## src/rtl/instr_encoder.sv

```systemverilog
// RV32I instruction encoder that turns request fields into words and writes them to imem.
// Define ENC_IMM_CHECK_EN to reject immediates that do not fit their encodable range.
module instr_encoder #(
  parameter int ADDR_W = 10
) (
  input  logic              clk,
  input  logic              rst_n,
  input  logic              in_valid,
  output logic              in_ready,
  input  logic [2:0]        in_kind,
  input  logic [2:0]        in_alu,
  input  logic [4:0]        in_rd,
  input  logic [4:0]        in_rs1,
  input  logic [4:0]        in_rs2,
  input  logic [12:0]       in_imm,
  input  logic              in_clear,
  output logic              imem_we,
  input  logic              imem_ready,
  output logic [ADDR_W-1:0] imem_addr,
  output logic [31:0]       imem_wdata,
  output logic              err,
  output logic [15:0]       wr_count
);

  typedef enum logic [1:0] {IDLE, ENC, WR} state_t;

  typedef struct packed {
    logic [2:0]  kind;
    logic [2:0]  alu;
    logic [4:0]  rd;
    logic [4:0]  rs1;
    logic [4:0]  rs2;
    logic [12:0] imm;
  } req_t;

  state_t            state, nstate;
  req_t              req;
  logic [31:0]       enc;
  logic              ill;
  logic [2:0]        f3;
  logic [6:0]        f7;
  logic              alu_ok;
  logic [ADDR_W-1:0] wr_ptr;
  logic              clr_pend;

  assign in_ready = (state == IDLE);
  assign imem_we  = (state == WR);

  always_ff @(posedge clk or negedge rst_n) begin
    if (!rst_n) begin
      req <= '0;
    end else if (in_valid && in_ready) begin
      req <= '{kind: in_kind, alu: in_alu, rd: in_rd, rs1: in_rs1, rs2: in_rs2, imm: in_imm};
    end
  end

  // funct3 shared by R-type and I-type ALU ops
  always_comb begin
    f3     = 3'b000;
    alu_ok = 1'b1;
    case (req.alu)
      3'b000, 3'b001: f3 = 3'b000;
      3'b010:         f3 = 3'b111;
      3'b011:         f3 = 3'b110;
      3'b101:         f3 = 3'b010;
      default:        alu_ok = 1'b0;
    endcase
    f7 = (req.alu == 3'b001) ? 7'b0100000 : 7'b0000000;
  end

  always_comb begin
    enc = '0;
    ill = 1'b0;
    case (req.kind)
      3'd0: enc = {req.imm[11:0], req.rs1, 3'b010, req.rd, 7'b0000011};
      3'd1: enc = {req.imm[11:5], req.rs2, req.rs1, 3'b010, req.imm[4:0], 7'b0100011};
      3'd2: begin
        enc = {f7, req.rs2, req.rs1, f3, req.rd, 7'b0110011};
        ill = !alu_ok;
      end
      3'd3: enc = {req.imm[12], req.imm[10:5], req.rs2, req.rs1, 3'b000,
                   req.imm[4:1], req.imm[11], 7'b1100011};
      3'd4: begin
        enc = {req.imm[11:0], req.rs1, f3, req.rd, 7'b0010011};
        ill = !alu_ok || (req.alu == 3'b001);
      end
      default: ill = 1'b1;
    endcase
`ifdef ENC_IMM_CHECK_EN
    // 12-bit immediates must sign-extend from bit 11; branch offsets must be even
    if ((req.kind == 3'd0 || req.kind == 3'd1 || req.kind == 3'd4) && (req.imm[12] != req.imm[11]))
      ill = 1'b1;
    if (req.kind == 3'd3 && req.imm[0])
      ill = 1'b1;
`endif
  end

`ifndef ENC_IMM_CHECK_EN
  logic unused_imm0;
  assign unused_imm0 = req.imm[0];
`endif

  always_comb begin
    nstate = state;
    err    = 1'b0;
    case (state)
      IDLE: if (in_valid) nstate = ENC;
      ENC: begin
        if (ill) begin
          err    = 1'b1;
          nstate = IDLE;
        end else begin
          nstate = WR;
        end
      end
      WR:      if (imem_ready) nstate = IDLE;
      default: nstate = IDLE;
    endcase
  end

  always_ff @(posedge clk or negedge rst_n) begin
    if (!rst_n) state <= IDLE;
    else        state <= nstate;
  end

  // wr_ptr is the next free address; imem_addr holds the address of the write in flight
  always_ff @(posedge clk or negedge rst_n) begin
    if (!rst_n) begin
      imem_wdata <= '0;
      imem_addr  <= '0;
      wr_ptr     <= '0;
      clr_pend   <= 1'b0;
      wr_count   <= '0;
    end else begin
      if (in_clear) wr_ptr <= '0;
      if (state == ENC) begin
        imem_wdata <= enc;
        if (!ill) imem_addr <= in_clear ? '0 : wr_ptr;
      end
      if (state == WR) begin
        if (imem_ready) begin
          wr_ptr   <= (in_clear || clr_pend) ? '0 : imem_addr + ADDR_W'(4);
          clr_pend <= 1'b0;
          if (wr_count != 16'hFFFF) wr_count <= wr_count + 16'd1;
        end else if (in_clear) begin
          clr_pend <= 1'b1;
        end
      end
    end
  end

endmodule

```

## config.mk

```make
export PLATFORM = sky130hd
export DESIGN_NAME = instr_encoder
export DESIGN_NICKNAME = d
export VERILOG_FILES = /design/src/rtl/instr_encoder.sv
export SDC_FILE = /design/constraint.sdc
export NUM_CORES = 1
export LEC_CHECK = 0
export CORE_UTILIZATION = 54
export DETAILED_ROUTE_END_ITERATION = 7
export GPL_ROUTABILITY_DRIVEN = 1
export HOLD_SLACK_MARGIN = 0.12
export PLACE_DENSITY = 0.85
export SETUP_SLACK_MARGIN = 0.02
export SYNTH_ARGS = -nofsm -noshare
export SYNTH_HDL_FRONTEND = slang
export SYNTH_SLANG_ARGS = --single-unit
```

## constraint.sdc

```tcl
create_clock -name clk -period 3.7 [get_ports clk]
set_input_delay 0.74 -clock clk [delete_from_list [all_inputs] [get_ports clk]]
set_output_delay 0.74 -clock clk [all_outputs]
set_load 0.01 [all_outputs]
```

==> results by group <==
Routing
  • Post-DR vias/cell: 5.60
  • Via count: 3,269
  • Max layer used: met4
  • Wirelength per Cell: 16.5 um
  • Drt pass-1 iters: 6
  • Initial DRC count: 173
  • DR DRC count: 0
  • Met3 Wirelength: 510 um
  • Routed WL: 9620 um
  • WL met1: 4160 um
  • Remaining antenna violation count after routing: 0
  • Wire length on met2: 4820 um

Clocking
  • CTS HTree Levels: 3
  • Clock root cell: clkbuf_8
  • Post-CTS setup buffer count: 0
  • CTS Sinks: 102
  • CTS max path bufs: 2
  • Later-pin clock latency in the skew report: 0.36 ns
  • Cts bufs inserted: 9
  • Clk pin slew, worst setup/hold paths: 0.09 ns
  • CTS resizes: 0
  • CTS tree: done
  • CTS Hold Bufs: 0

Yosys
  • Cells after Synth: 388
  • Post-synthesis sequential area ratio: 56.9%
  • Flops & latches, synth: 102
  • Synth unique cells: 45
  • Prevailing post-synth register cell: dfrtp_1
  • Netlist Area Pre-Place: 4490 sq um
  • Synthesis Warnings: 0
  • Syn Area/Cell: 11.6 sq um
  • Asr flop ratio synth: 100%
  • Number of synthesized flops with an enable pin: 0

Setup path
  • R2r setup slk: 1.47 ns
  • RR Startpoint: wr_count[0]
  • CP max FO: 22
  • Crit end category: primary output
  • Worst reg2reg path depth: 5
  • Top delay family on crit path: flip-flops
  • Worst EP required: 2.96 ns
  • Startpoint types: flop
  • CP arrival: 2.17 ns
  • CP Cell Sequence: o211ai_1 -> a21oi_1 -> clkdlybuf4s50_1
  • Bufs and invs on worst path: 1
  • Largest stage delay, worst path: 0.80 ns
  • Reg-to-Reg End: wr_count[1]
  • Crit-path slowest cell: dfrtp_1
  • Setup Crit Path Kind: reg -> out

Global route
  • First-pass GRT wire length: 15,900 um
  • GRT overflow: 0
  • Vias in the first global route: 3,206
  • Tot GR Track Use: 23.6%
  • Antenna violations before repair: 0
  • Largest net degree at the start of global routing: 92

Floorplan
  • Io pins: 100
  • Core box area: 7890 sq um
  • Die area: 8680 sq um
  • Die Ht: 93.2 um
  • Die span in x: 93.2 um
  • Num rows: 32
  • Initial Utilization: 56.9%

Timing
  • Final Skew: 0.0145 ns
  • WHS: 0.482 ns
  • RSZ-0062 raised after global routing: false
  • Final Critical Period: 2.91 ns
  • Worst slew margin: 25.7%
  • Fin crit share: 78.6%
  • Fmax: 344 MHz
  • Post-route setup TNS: 0 ns
  • Endpoints failing setup: 0
  • Max Slew Vio Count: 0
  • Slew @ Worst Pin: 1.11 ns
  • Final Hold Viols: 0

Placed design
  • Port bufs: 97
  • Dpl hpwl: 6570 um
  • Routability cong.: 0.800
  • Instance area at placement: 5520 sq um

Power and ir drop
  • Pwr Density: 695 nW/um^2
  • Design Power: 3.99 mW
  • Worst VDD drop: 0.000425 V
  • Static Leak: 2.42 nW

Min path
  • Type of the most critical hold path: reg -> reg
  • Hold path start: imem_wdata[13]
  • Hold path depth: 2
  • Hold Path Sink: imem_wdata[13]

Job
  • Maxcap violations: 0

Final layout
  • Commonest non-fill, non-tap cell in the layout: dfrtp_1
  • # diodes: 0
  • Nets: 518
  • Area Overhead vs Synth: 27.6%
  • Post-route cell area: 5730 sq um
  • Share of cells above drive strength 1: 14.9%
  • Most frequent cells in the layout: 102 x dfrtp_1, 96 x clkdlybuf4s50_1, 46 x mux2_2

Status
  • Outcome: complete, no violations
## area by class of cell
type	instances	area [sq um]
clock inverter	6	86.3
multi-input combinational	258	1810
sequential	102	2550
timing repair buffer	103	1010
tap	102	128
inverter	3	11.3
fill	567	2160
clock buffer	10	128
## cells in the mapped netlist, types with 4 or more instances
master	number	area, sq um
a21oi_1	25	125
a22o_1	12	105
and3_1	5	31.3
buf_1	6	22.5
clkbuf_1	13	48.8
dfrtp_1	102	2550
mux2_2	46	518
mux2i_1	4	40.0
nand2_1	24	90.1
nand3_1	15	75.1
nand4_1	7	43.8
nor2_1	24	90.1
nor2b_1	14	87.6
nor3_1	4	20.0
nor3b_1	9	67.6
o21ai_0	15	75.1
xnor2_1	13	114
xor2_1	5	43.8
## flip-flops by register name, summed over array words and instances, names as in the netlist
name        flops
clr_pend        1
imem_addr      10
imem_wdata     29
req            34
state           2
wr_count       16
wr_ptr         10
## metal layers
layer / up-vias / GRT usage, %
li1: 1535 / -
met1: 1620 / 31.1
met5: - / 0
met4: 0 / 7.05
met3: 11 / 4.55
met2: 103 / 39.7
## power by group
group / switching, mW / internal [mW] / total, mW
Combinational: 0.648 / 0.802 / 1.45
Clock: 0.373 / 0.380 / 0.753
Sequential: 0.312 / 1.47 / 1.78
Total: 1.33 / 2.65 / 3.99
## worst max path at each step
stage	from	end	slack [ns]	depth (start not counted)
2_1_floorplan	req[33]	err	1.68	4
3_3_place_gp	imem_ready	wr_count[15]	1.01	6
3_5_place_dp	imem_ready	wr_count[15]	0.90	6
4_1_cts	req[33]	err	0.81	3
5_1_grt	req[33]	err	0.70	3
6_report	req[33]	err	0.79	3
## tightest hold or removal path: cells and delay by family, from the launching register on
family             cells  cell delay [ns]
DFF                    1             0.35
and+or+nand+nor        1             0.04
AOI/OAI and AO/OA      1             0.06
## metrics by stage
stage / instances / setup slack [ns] / util [%]
floorplan: 389 / 1.68 / -
global placement: 568 / 1.01 / 69.9
detailed placement: 568 / 0.904 / 69.9
CTS: 584 / 0.806 / 72.7
global route: 584 / 0.699 / 72.7
finish: 584 / 0.793 / 72.7
## cell families (layout without fill, tap and decap cells)
logic type               after synthesis  after routing  synth area share (%)
flip-flops                           102            102                  56.9
AND/OR/NAND/NOR                      118            118                  13.9
adder cells (fa/ha/maj)                2              2                 0.557
multiplexers                          51             51                  12.8
AO/OA/AOI/OAI                         67             67                  9.36
buffers and inverters                 29            122                  2.93
other                                  1              2                0.0835
XOR/XNOR                              18             18                  3.51
No activity file was read; power rests on OpenSTA's default activity.
